$ cat config.mk
export PLATFORM = sky130hd
export DESIGN_NAME = alu_regfile_flat
export DESIGN_NICKNAME = d
export VERILOG_FILES = /design/src/rtl/alu_regfile_if.sv /design/src/rtl/alu_regfile.sv /design/src/flat_wrapper.sv
export SDC_FILE = /design/constraint.sdc
export NUM_CORES = 1
export LEC_CHECK = 0
export ABC_AREA = 0
export CORE_ASPECT_RATIO = 0.9
export CORE_MARGIN = 2
export CORE_UTILIZATION = 49
export CTS_CLUSTER_DIAMETER = 200
export DETAILED_ROUTE_END_ITERATION = 16
export PLACE_DENSITY_LB_ADDON = 0.08
export SLEW_MARGIN = 20
export SYNTH_ARGS = -nofsm -noshare
export SYNTH_HDL_FRONTEND = slang
export SYNTH_SLANG_ARGS = --single-unit
$ cat constraint.sdc
create_clock -name clk -period 17.23 [get_ports clk]
set_input_delay 2.5845 -clock clk [delete_from_list [all_inputs] [get_ports clk]]
set_output_delay 2.5845 -clock clk [all_outputs]
set_load 0.005 [all_outputs]
$ cat src/rtl/alu_regfile_if.sv
// Bus between the decode/sequencing logic (master) and the alu_regfile
// datapath core (slave). It carries addresses, opcode, immediate and write-back.
interface alu_regfile_if #(
  parameter int DATA_W = 16,
  parameter int ADDR_W = 3,
  parameter int IMM_W  = 8
);
  logic        [ADDR_W-1:0] address_a;
  logic        [ADDR_W-1:0] address_b;
  logic                     write_enable;
  logic signed [DATA_W-1:0] write_data;
  logic        [3:0]        opcode;
  logic signed [IMM_W-1:0]  immediate;
  logic signed [DATA_W-1:0] data_a;
  logic signed [DATA_W-1:0] data_b;
  logic signed [DATA_W-1:0] alu_result;
  logic                     zero;
  logic                     overflow;

  modport master (
    output address_a, address_b, write_enable, write_data, opcode, immediate,
    input  data_a, data_b, alu_result, zero, overflow
  );

  modport slave (
    input  address_a, address_b, write_enable, write_data, opcode, immediate,
    output data_a, data_b, alu_result, zero, overflow
  );
endinterface

$ cat src/rtl/alu_regfile.sv
// Datapath core of the 16-bit toy processor: 8-entry 2R/1W register file and a
// combinational signed ALU. Define ALU_RF_BYPASS_EN to forward write_data to reads.
module alu_regfile #(
  parameter int DATA_W = 16,
  parameter int ADDR_W = 3,
  parameter int IMM_W  = 8
) (
  input  logic          clk,
  input  logic          reset,
  alu_regfile_if.slave  bus
);

  localparam int DEPTH = 2 ** ADDR_W;

  typedef enum logic [3:0] {
    OP_LOAD = 4'b0001,
    OP_ADD  = 4'b0010,
    OP_SUB  = 4'b0011,
    OP_JMP  = 4'b1000,
    OP_ADDI = 4'b1010,
    OP_SUBI = 4'b1011,
    OP_BR   = 4'b1100,
    OP_MOV  = 4'b1110,
    OP_OUT  = 4'b1111
  } opcode_e;

  function automatic logic signed [DATA_W-1:0] sext_imm(input logic signed [IMM_W-1:0] imm);
    return {{(DATA_W-IMM_W){imm[IMM_W-1]}}, imm};
  endfunction

  function automatic logic add_ovf(input logic signed [DATA_W-1:0] a,
                                   input logic signed [DATA_W-1:0] b,
                                   input logic signed [DATA_W-1:0] r);
    return (a[DATA_W-1] == b[DATA_W-1]) && (r[DATA_W-1] != a[DATA_W-1]);
  endfunction

  // a - b overflows when the operands differ in sign and the result takes b's sign.
  function automatic logic sub_ovf(input logic signed [DATA_W-1:0] a,
                                   input logic signed [DATA_W-1:0] b,
                                   input logic signed [DATA_W-1:0] r);
    return (a[DATA_W-1] != b[DATA_W-1]) && (r[DATA_W-1] != a[DATA_W-1]);
  endfunction

  logic signed [DATA_W-1:0] regs [DEPTH];
  logic signed [DATA_W-1:0] rd_a;
  logic signed [DATA_W-1:0] rd_b;
  logic signed [DATA_W-1:0] imm_s;
  logic signed [DATA_W-1:0] sum_ab;
  logic signed [DATA_W-1:0] dif_ab;
  logic signed [DATA_W-1:0] sum_ai;
  logic signed [DATA_W-1:0] dif_ai;
  logic signed [DATA_W-1:0] alu_res;
  logic                     alu_ovf;

  // Register array write port; reset wins over a concurrent write.
  always_ff @(posedge clk) begin
    if (reset) begin
      for (int i = 0; i < DEPTH; i++) begin
        regs[i] <= '0;
      end
    end else if (bus.write_enable) begin
      regs[bus.address_a] <= bus.write_data;
    end
  end

`ifdef ALU_RF_BYPASS_EN
  logic fwd_en;
  assign fwd_en = bus.write_enable && !reset;
  // Port A always addresses the write target, so it forwards whenever a write is live.
  assign rd_a = fwd_en ? bus.write_data : regs[bus.address_a];
  assign rd_b = (fwd_en && (bus.address_b == bus.address_a)) ? bus.write_data
                                                               : regs[bus.address_b];
`else
  assign rd_a = regs[bus.address_a];
  assign rd_b = regs[bus.address_b];
`endif

  assign imm_s  = sext_imm(bus.immediate);
  assign sum_ab = rd_a + rd_b;
  assign dif_ab = rd_a - rd_b;
  assign sum_ai = rd_a + imm_s;
  assign dif_ai = rd_a - imm_s;

  always_comb begin
    alu_res = '0;
    alu_ovf = 1'b0;
    case (bus.opcode)
      OP_LOAD: alu_res = imm_s;
      OP_ADD: begin
        alu_res = sum_ab;
        alu_ovf = add_ovf(rd_a, rd_b, sum_ab);
      end
      OP_ADDI: begin
        alu_res = sum_ai;
        alu_ovf = add_ovf(rd_a, imm_s, sum_ai);
      end
      OP_SUB: begin
        alu_res = dif_ab;
        alu_ovf = sub_ovf(rd_a, rd_b, dif_ab);
      end
      OP_SUBI: begin
        alu_res = dif_ai;
        alu_ovf = sub_ovf(rd_a, imm_s, dif_ai);
      end
      OP_MOV:  alu_res = rd_b;
      default: alu_res = '0;
    endcase
  end

  assign bus.data_a     = rd_a;
  assign bus.data_b     = rd_b;
  assign bus.alu_result = alu_res;
  assign bus.zero       = (alu_res == '0);
  assign bus.overflow   = alu_ovf;

endmodule

$ cat src/flat_wrapper.sv
// flat-port wrapper written by rule: the top's interface ports become plain ports
module alu_regfile_flat 
#(
  parameter int DATA_W = 16,
  parameter int ADDR_W = 3,
  parameter int IMM_W  = 8
)
  (clk, reset, bus_address_a, bus_address_b, bus_write_enable, bus_write_data, bus_opcode, bus_immediate, bus_data_a, bus_data_b, bus_alu_result, bus_zero, bus_overflow);
  alu_regfile_if #(.DATA_W(DATA_W), .ADDR_W(ADDR_W), .IMM_W(IMM_W)) bus_i ();
  input  logic clk;
  input  logic reset;
  input wire logic [$bits(bus_i.address_a)-1:0] bus_address_a;
  input wire logic [$bits(bus_i.address_b)-1:0] bus_address_b;
  input wire logic [$bits(bus_i.write_enable)-1:0] bus_write_enable;
  input wire logic [$bits(bus_i.write_data)-1:0] bus_write_data;
  input wire logic [$bits(bus_i.opcode)-1:0] bus_opcode;
  input wire logic [$bits(bus_i.immediate)-1:0] bus_immediate;
  output wire logic [$bits(bus_i.data_a)-1:0] bus_data_a;
  output wire logic [$bits(bus_i.data_b)-1:0] bus_data_b;
  output wire logic [$bits(bus_i.alu_result)-1:0] bus_alu_result;
  output wire logic [$bits(bus_i.zero)-1:0] bus_zero;
  output wire logic [$bits(bus_i.overflow)-1:0] bus_overflow;
  assign bus_i.address_a = bus_address_a;
  assign bus_i.address_b = bus_address_b;
  assign bus_i.write_enable = bus_write_enable;
  assign bus_i.write_data = bus_write_data;
  assign bus_i.opcode = bus_opcode;
  assign bus_i.immediate = bus_immediate;
  assign bus_data_a = bus_i.data_a;
  assign bus_data_b = bus_i.data_b;
  assign bus_alu_result = bus_i.alu_result;
  assign bus_zero = bus_i.zero;
  assign bus_overflow = bus_i.overflow;
  alu_regfile #(.DATA_W(DATA_W), .ADDR_W(ADDR_W), .IMM_W(IMM_W)) u_core (.clk(clk), .reset(reset), .bus(bus_i));
endmodule
==> results of run 1 <==
-- layout make-up --
class / count / area (um^2) / area share, %
clock inverter: 12 / 166.4 / 1.330
sequential: 128 / 3844 / 30.73
timing repair buffer: 101 / 953.4 / 7.622
inverter: 49 / 186.4 / 1.490
tap: 291 / 364.1 / 2.911
multi-input combinational: 764 / 6558 / 52.43
clock buffer: 20 / 436.7 / 3.491
-- power breakdown --
part	internal [mW]	total (mW)	switching [mW]
combinational	0.183	0.414	0.232
sequential	0.363	0.373	0.00973
clock	0.240	0.367	0.127
-- worst max-delay path, delay by kind of cell --
kind	cells	cell delay, ps
buf+inv	3	1320
mux	2	830
compound gates	4	1670
fa+ha+maj	2	660
simple gates	5	760
-- cells in the final DEF (no fill, tap or decap), drive strengths merged, types with 6 or more instances in the layout --
cell / instances
mux2i: 28
edfxtp: 128
clkbuf: 20
inv: 49
a211o: 10
and2: 133
buf: 19
nand3: 14
or3: 7
a21oi: 46
a21o: 9
nor2b: 15
o21ai: 40
nor2: 62
a22oi: 6
o211ai: 13
o221ai: 7
xnor2: 12
nand2b: 13
nor3: 16
a221o: 7
nand2: 45
nor4: 7
ha: 65
mux2: 18
clkdlybuf4s50: 82
o31ai: 8
or2: 11
a211oi: 12
mux4: 56
o21a: 7
-- final timing paths --
path / from / endpoint / slack, ps / cells past startpoint
worst max-delay path: bus_address_a[2] / bus_zero / 6740 / 16
worst min-delay path: bus_write_data[0] / u_core.regs[6][0]$_SDFFCE_PN0P_ / 2980 / 2
-- stage by stage --
step                hold slack (ps)  instance area [um^2]
floorplan                      2783                 10940
global placement               3409                 11910
detailed placement             3404                 11910
CTS                            2976                 12510
global route                   3021                 12510
finish                         2978                 12510
-- cells by family after synthesis --
group / after synthesis / share of synthesized area [%]
flops: 128 / 35.14
fa+ha+maj: 69 / 8.167
simple gates: 353 / 18.27
buf+inv: 106 / 5.250
compound gates: 224 / 15.27
xor+xnor: 16 / 1.281
mux: 102 / 16.63
-- layer usage --
metal  share of wire [%]  up-vias
met2                  47      303
li1                    -     3938
met3                 5.9       46
met1                  45     4079
met4                 1.8        0
met5                   0        -
==> impl_metrics.env, run 1 <==
export IMPL_cts_resized=0
export IMPL_synth_async_reset_ratio_pct=0
export IMPL_fin_setup_tns_ps=0
export IMPL_syn_nets=1104
export IMPL_first_iter_violations=757
export IMPL_rsz0062_at_grt="false"
export IMPL_grt_pass1_wl_um=47210
export IMPL_pwr_density_cell_nw_per_um2=92.27
export IMPL_top_usage_layer="met2"
export IMPL_period_needed_ps=10490
export IMPL_crit_type="input pin to output pin"
export IMPL_yosys_warnings=0
export IMPL_cp_max_fo=42
export IMPL_critPathArrivalTime_ps=7900
export IMPL_ir_drop_uv=73.34
export IMPL_synthToLayoutAreaGrowth_pct=14.34
export IMPL_fp_dieArea_um2=23540
export IMPL_grt_pass1_vias=8051
export IMPL_ys_ff_latch=128
export IMPL_power_mw=1.154
export IMPL_grt_met2_usage_pct=42.88
export IMPL_via_per_inst=6.129
export IMPL_dp_cells=1333
export IMPL_synth_largest_area_cell="edfxtp_1"
export IMPL_hold_class="input pin to flop"
export IMPL_crit_required_ps=14650
export IMPL_gp_congestion=0.8563
export IMPL_timing_slew_headroom_pct=29.71
export IMPL_synth_avg_cell_area_um2=10.96
export IMPL_synth_cells=998
export IMPL_drc=0
export IMPL_htree_levels=4
export IMPL_die_y_um=145.7
export IMPL_antenna_left=0
export IMPL_clock_fmax_mhz=95.36
export IMPL_worstMarginPinSlew_ps=1053
export IMPL_hold_violations=0
export IMPL_outcome="finished, final reports clean"
export IMPL_drive_gt1_share_pct=14.62
export IMPL_vias=8366
export IMPL_final_util_pct=57.48
export IMPL_clk_path_buf_depth=2
export IMPL_core_area_um2=21760
export IMPL_synth_ff_type="edfxtp_1"
export IMPL_wl_per_cell_um=22.45
export IMPL_postCtsSetupBuffers=0
export IMPL_clock_sinks=128
export IMPL_synth_edff_count=128
export IMPL_cts_root_buf="clkbuf_16"
export IMPL_synth_area_leaders="edfxtp_1 (35%), mux4_2 (7.6%), and2_1 (7.5%), ha_1 (7.4%), mux4_1 (4.6%)"
export IMPL_crit_chain="buf_2, mux4_2, mux2i_1, ha_1, inv_1, fa_1, a211o_4, a2111oi_4, o21ai_2, nor2_2, nand2_1, and3_1, a2111oi_0, nand4b_1, nor4_2, clkdlybuf4s50_1"
export IMPL_first_pass_iters=5
export IMPL_setup_viol=0
export IMPL_grt_overflow=0
export IMPL_finalMaxSlewViolations=0
export IMPL_portBuffers=86
export IMPL_ios=87
export IMPL_post_route_period_util_pct=60.86
export IMPL_synthesis_area_um2=10940
export IMPL_max_stage_delay_ps=730
export IMPL_cp_end_kind="output pin"
export IMPL_fillers=1881
export IMPL_cts_made_buffers=17
export IMPL_rows=51
export IMPL_slowest_stage="buf_2"
export IMPL_initial_utilization_pct=50.27
export IMPL_finalWirelength_um=30650
export IMPL_max_cap_violations=0
export IMPL_cts_tree="yes"
export IMPL_dpl_hpwl_um=21020
export IMPL_path_clk_slew_ps=60
export IMPL_synth_cell_types=101
export IMPL_antenna_found_initial=0
export IMPL_leakage_nw=4.790
export IMPL_grt_use_met3_pct=3.106
export IMPL_yosys_area_top_type_share_pct=35.14
export IMPL_reg_top3="u_core.regs (128)"
export IMPL_startpoint_type="input pin"
export IMPL_nets=1167
export IMPL_place_ws_ps=6748
export IMPL_synth_common_cells="and2_1 (132), edfxtp_1 (128), ha_1 (65)"
export IMPL_synth_most_common_cell="and2_1"
export IMPL_largest_reg_flops=128
export IMPL_grt_max_degree=43
export IMPL_stdcell_count=1365
export IMPL_antenna_cells=0
export IMPL_regMostFlops="u_core.regs"
export IMPL_fin_ws_ps=6743
export IMPL_die_w_um=161.5
export IMPL_gr_usage_met1_pct=37.37
export IMPL_ys_seq_area_share_pct=35.14
export IMPL_track_usage_pct=26.28
export IMPL_holdBufCountCts=0
No activity file was read; power rests on OpenSTA's default activity.
==> inputs of run 2 (changes only) <==
==> constraint.sdc (replaced) <==
create_clock -name clk -period 9.4 [get_ports clk]
set_input_delay 1.41 -clock clk [delete_from_list [all_inputs] [get_ports clk]]
set_output_delay 1.41 -clock clk [all_outputs]
set_load 0.005 [all_outputs]
==> run 2 against run 1 <==
Compared with the run above: worst hold slack worse by 1200 ps; count of clock-buffer cells in the layout shrank 3; wire length grew 1.1%; combinational power is 85% higher; cell count is 0.22% higher; power rose by 85%; critical path depth down 1; flip-flop and latch count unchanged; first-iteration DRC count fell by 0.79%; critical endpoint unchanged.
==> impl_metrics.env, run 2 (synthesis results as in run 1) <==
export IMPL_final_area_um2=12550
export IMPL_antenna_left=0
export IMPL_gp_congestion=0.8586
export IMPL_finalWirelength_um=30990
export IMPL_clk_path_buf_depth=2
export IMPL_htree_levels=4
export IMPL_grt_use_met3_pct=3.249
export IMPL_outcome="finished, final reports clean"
export IMPL_timing_slew_headroom_pct=30.12
export IMPL_track_usage_pct=26.71
export IMPL_grt_pass1_vias=8557
export IMPL_path_clk_slew_ps=60
export IMPL_gr_usage_met1_pct=36.44
export IMPL_grt_overflow=0
export IMPL_cts_resized=0
export IMPL_setup_viol=0
export IMPL_postCtsSetupBuffers=0
export IMPL_first_pass_iters=5
export IMPL_crit_required_ps=7990
export IMPL_grt_max_degree=43
export IMPL_hold_class="input pin to flop"
export IMPL_grt_met2_usage_pct=46.37
export IMPL_clock_fmax_mhz=121.3
export IMPL_clock_sinks=128
export IMPL_hold_violations=0
export IMPL_dpl_instance_area_um2=11930
export IMPL_max_cap_violations=0
export IMPL_final_util_pct=57.68
export IMPL_holdBufCountCts=0
export IMPL_period_needed_ps=8246
export IMPL_drc=0
export IMPL_finalMaxSlewViolations=0
export IMPL_fp_dieArea_um2=23540
export IMPL_synthToLayoutAreaGrowth_pct=14.73
export IMPL_cts_root_buf="clkbuf_16"
export IMPL_critPathArrivalTime_ps=6840
export IMPL_grt_pass1_wl_um=48660
export IMPL_post_route_period_util_pct=87.73
export IMPL_core_area_um2=21760
export IMPL_leakage_nw=4.818
export IMPL_largest_reg_flops=128
export IMPL_mostFrequentLayoutCell="and2_1"
export IMPL_portBuffers=86
export IMPL_drive_gt1_share_pct=15.13
export IMPL_crit_type="input pin to output pin"
export IMPL_ios=87
export IMPL_first_iter_violations=751
export IMPL_pwr_density_cell_nw_per_um2=170.0
export IMPL_antenna_cells=0
export IMPL_layout_common_cells="and2_1 (132), edfxtp_1 (128), clkdlybuf4s50_1 (82)"
export IMPL_cts_tree="yes"
export IMPL_nets=1171
export IMPL_cp_end_kind="output pin"
export IMPL_fin_setup_tns_ps=0
export IMPL_cts_made_buffers=17
export IMPL_dpl_hpwl_um=21990
export IMPL_cp_max_fo=16
export IMPL_die_w_um=161.5
export IMPL_initial_utilization_pct=50.27
export IMPL_wl_per_cell_um=22.65
export IMPL_reg_top3="u_core.regs (128)"
export IMPL_rows=51
export IMPL_vias=8482
export IMPL_antenna_found_initial=0
export IMPL_worstMarginPinSlew_ps=1047
export IMPL_via_per_inst=6.200
export IMPL_top_usage_layer="met2"
export IMPL_regMostFlops="u_core.regs"
export IMPL_startpoint_type="input pin"
export IMPL_rsz0062_at_grt="false"
export IMPL_die_y_um=145.7
export IMPL_ir_drop_uv=132.2
-- run 2: cell types whose count changed in the layout (fill, tap and decap cells not counted), sizes merged --
| cell | before | now |
|---|---|---|
| clkinv | 5 | 7 |
| buf | 19 | 23 |
| clkbuf | 20 | 17 |
-- run 2: area by class of cell --
class / count / area (um^2)
Fill cell: 1860 / 9209
Clock buffer: 17 / 425.4
Tap cell: 291 / 364.1
Inverter: 49 / 186.4
Timing Repair Buffer: 105 / 983.4
Clock inverter: 14 / 192.7
Multi-Input combinational cell: 764 / 6555
Sequential cell: 128 / 3844
-- run 2: critical path, stage by stage --
cell and delay, ps:
clkdlybuf4s50_1 730, buf_4 350, mux4_2 570, mux2i_1 290, ha_1 420, a21o_1 270
o32ai_1 230, a21oi_1 120, a221o_1 420, a32oi_1 200, a2bb2oi_1 110, a2111oi_0 660
nand4b_1 190, nor4_2 290, clkdlybuf4s50_1 560
-- run 2: report_power, final --
part	switching [mW]	leakage, nW	internal (mW)
Combinational	0.428	3.30	0.336
Clock	0.243	0.295	0.442
Sequential	0.0194	1.23	0.666
-- run 2: path summary, 6_finish.rpt --
kind              depth (start not counted)                from                          endpoint
hold / removal                            2  bus_write_data[12]  u_core.regs[6][12]$_SDFFCE_PN0P_
setup / recovery                         15    bus_address_b[1]                          bus_zero
-- run 2: per-layer routing --
metal,share of wire (%),routed length [um]
met1,45,13860
met2,50,15520
met3,4.5,1407
met4,0.66,206
met5,0,0
-- run 2: metrics by stage --
stage / hold slack [ps] / std cells / total power, mW / setup slack (ps)
after global placement: 2225 / 1337 / 1.444 / 1344
after CTS: 1812 / 1368 / 2.130 / 1222
after detailed placement: 2232 / 1337 / 1.448 / 1236
after floorplan: 1608 / 998 / 1.210 / 2463
after global routing: 1832 / 1368 / 2.239 / 933.1
final: 1816 / 1368 / 2.134 / 1154
==> inputs of run 3 (changes only) <==
==> constraint.sdc (replaced) <==
create_clock -name clk -period 8 [get_ports clk]
set_input_delay 1.2 -clock clk [delete_from_list [all_inputs] [get_ports clk]]
set_output_delay 1.2 -clock clk [all_outputs]
set_load 0.005 [all_outputs]
==> run 3 against run 2 <==
Compared with the run above: power up 18%; utilization up 0.17 points; sequential power up 18%; first-iteration DRC count up 1.5%; largest cell class unchanged.
==> impl_metrics.env, run 3 (synthesis results as in run 1) <==
export IMPL_hold_start="bus_write_data[14]"
export IMPL_crit_required_ps=6800
export IMPL_leakage_nw=4.833
export IMPL_ir_drop_uv=152.3
export IMPL_layout_common_cells="and2_1 (132), edfxtp_1 (128), clkdlybuf4s50_1 (82)"
export IMPL_cts_resized=0
export IMPL_stdcell_count=1372
export IMPL_largest_reg_flops=128
export IMPL_vias=8544
export IMPL_cts_tree="yes"
export IMPL_rows=51
export IMPL_outcome="finished, final reports clean"
export IMPL_fin_setup_tns_ps=0
export IMPL_dpl_hpwl_um=22330
export IMPL_dp_cells=1340
export IMPL_fp_dieArea_um2=23540
export IMPL_core_area_um2=21760
export IMPL_drive_gt1_share_pct=15.17
export IMPL_synthToLayoutAreaGrowth_pct=15.06
export IMPL_track_usage_pct=26.92
export IMPL_cp_end_kind="output pin"
export IMPL_max_cap_violations=0
export IMPL_worstMarginPinSlew_ps=949.4
export IMPL_cts_root_buf="clkbuf_16"
export IMPL_drc=0
export IMPL_pwr_density_cell_nw_per_um2=199.6
export IMPL_rsz0062_at_grt="false"
export IMPL_critPathArrivalTime_ps=6250
export IMPL_finalMaxSlewViolations=0
export IMPL_grt_pass1_wl_um=48680
export IMPL_antenna_found_initial=0
export IMPL_holdBufCountCts=0
export IMPL_power_mw=2.512
export IMPL_path_clk_slew_ps=50
export IMPL_wl_per_cell_um=23.08
export IMPL_cp_common_cell="clkdlybuf4s50_1"
export IMPL_startpoint_type="input pin"
export IMPL_regMostFlops="u_core.regs"
export IMPL_grt_max_degree=32
export IMPL_place_ws_ps=557.1
export IMPL_timing_slew_headroom_pct=34.89
export IMPL_fin_ws_ps=550.4
export IMPL_first_iter_violations=762
export IMPL_via_per_inst=6.227
export IMPL_ios=87
export IMPL_post_route_period_util_pct=93.12
export IMPL_dpl_instance_area_um2=11970
export IMPL_final_area_um2=12590
export IMPL_reg_top3="u_core.regs (128)"
export IMPL_grt_pass1_vias=8349
export IMPL_mostFrequentLayoutCell="and2_1"
export IMPL_hold_class="input pin to flop"
export IMPL_first_pass_iters=5
export IMPL_antenna_cells=0
export IMPL_setup_viol=0
export IMPL_fillers=1864
export IMPL_max_stage_delay_ps=940
export IMPL_gp_congestion=0.9311
export IMPL_die_w_um=161.5
export IMPL_clock_fmax_mhz=134.2
export IMPL_holdWs_ps=1609
export IMPL_postCtsSetupBuffers=0
export IMPL_clk_path_buf_depth=2
export IMPL_holdPathEnd="u_core.regs[1][14]$_SDFFCE_PN0P_"
export IMPL_clock_sinks=128
export IMPL_finalWirelength_um=31670
export IMPL_min_path_cells=2
export IMPL_slowest_stage="clkdlybuf4s50_1"
export IMPL_initial_utilization_pct=50.27
export IMPL_final_util_pct=57.85
export IMPL_htree_levels=4
export IMPL_grt_overflow=0
export IMPL_crit_type="input pin to output pin"
export IMPL_hold_violations=0
export IMPL_antenna_left=0
export IMPL_portBuffers=86
export IMPL_nets=1174
export IMPL_cts_made_buffers=17
export IMPL_cp_max_fo=10
export IMPL_crit_chain="clkdlybuf4s50_1, mux4_2, mux2i_1, ha_1, a21o_1, o32ai_1, a21oi_1, a221o_1, a32oi_1, a2bb2oi_1, a2111oi_0, nand4b_1, nor4_2, clkdlybuf4s50_1"
export IMPL_period_needed_ps=7450
export IMPL_die_y_um=145.7
run 3: cell type report:
cell class	instances	area, um^2	share of cell area (%)
Clock inverter	14	190.2	1.511
Sequential cell	128	3844	30.54
Tap cell	291	364.1	2.893
Clock buffer	18	429.2	3.410
Inverter	49	186.4	1.481
Timing Repair Buffer	108	1018	8.091
Multi-Input combinational cell	764	6555	52.08
run 3: per-layer routing:
| layer | global-route usage [%] | vias to the layer above | routed length (um) |
|---|---|---|---|
| met3 | 3.334 | 47 | 2187 |
| met4 | 7.054 | 0 | 519 |
| li1 | - | 3965 | - |
| met1 | 38.16 | 4180 | 14050 |
| met2 | 43.95 | 352 | 14910 |
| met5 | 0 | - | 0 |
run 3: how the worst max path moves through the flow:
stage / from / end / slack [ps] / cells past startpoint
finish: bus_address_b[2] / bus_zero / 550 / 14
CTS: bus_address_b[2] / bus_zero / 550 / 14
global placement: bus_address_a[1] / bus_zero / 670 / 17
global route: bus_address_a[1] / bus_zero / 270 / 15
floorplan: bus_address_a[1] / bus_zero / 1480 / 14
detailed placement: bus_address_b[2] / bus_zero / 560 / 14
run 3: power by group:
group	switching [mW]	internal, mW	leakage (nW)
Combinational	0.503	0.397	3.31
Sequential	0.0227	0.782	1.23
Clock	0.287	0.520	0.292
Total	0.813	1.70	4.83
run 3: worst max-delay path: cells and delay by family:
kind	cells	cell delay (ps)
AOI/OAI and AO/OA	7	1980
adders and majority gates	1	400
buffers and inverters	2	1480
muxes	2	720
and+or+nand+nor	2	440
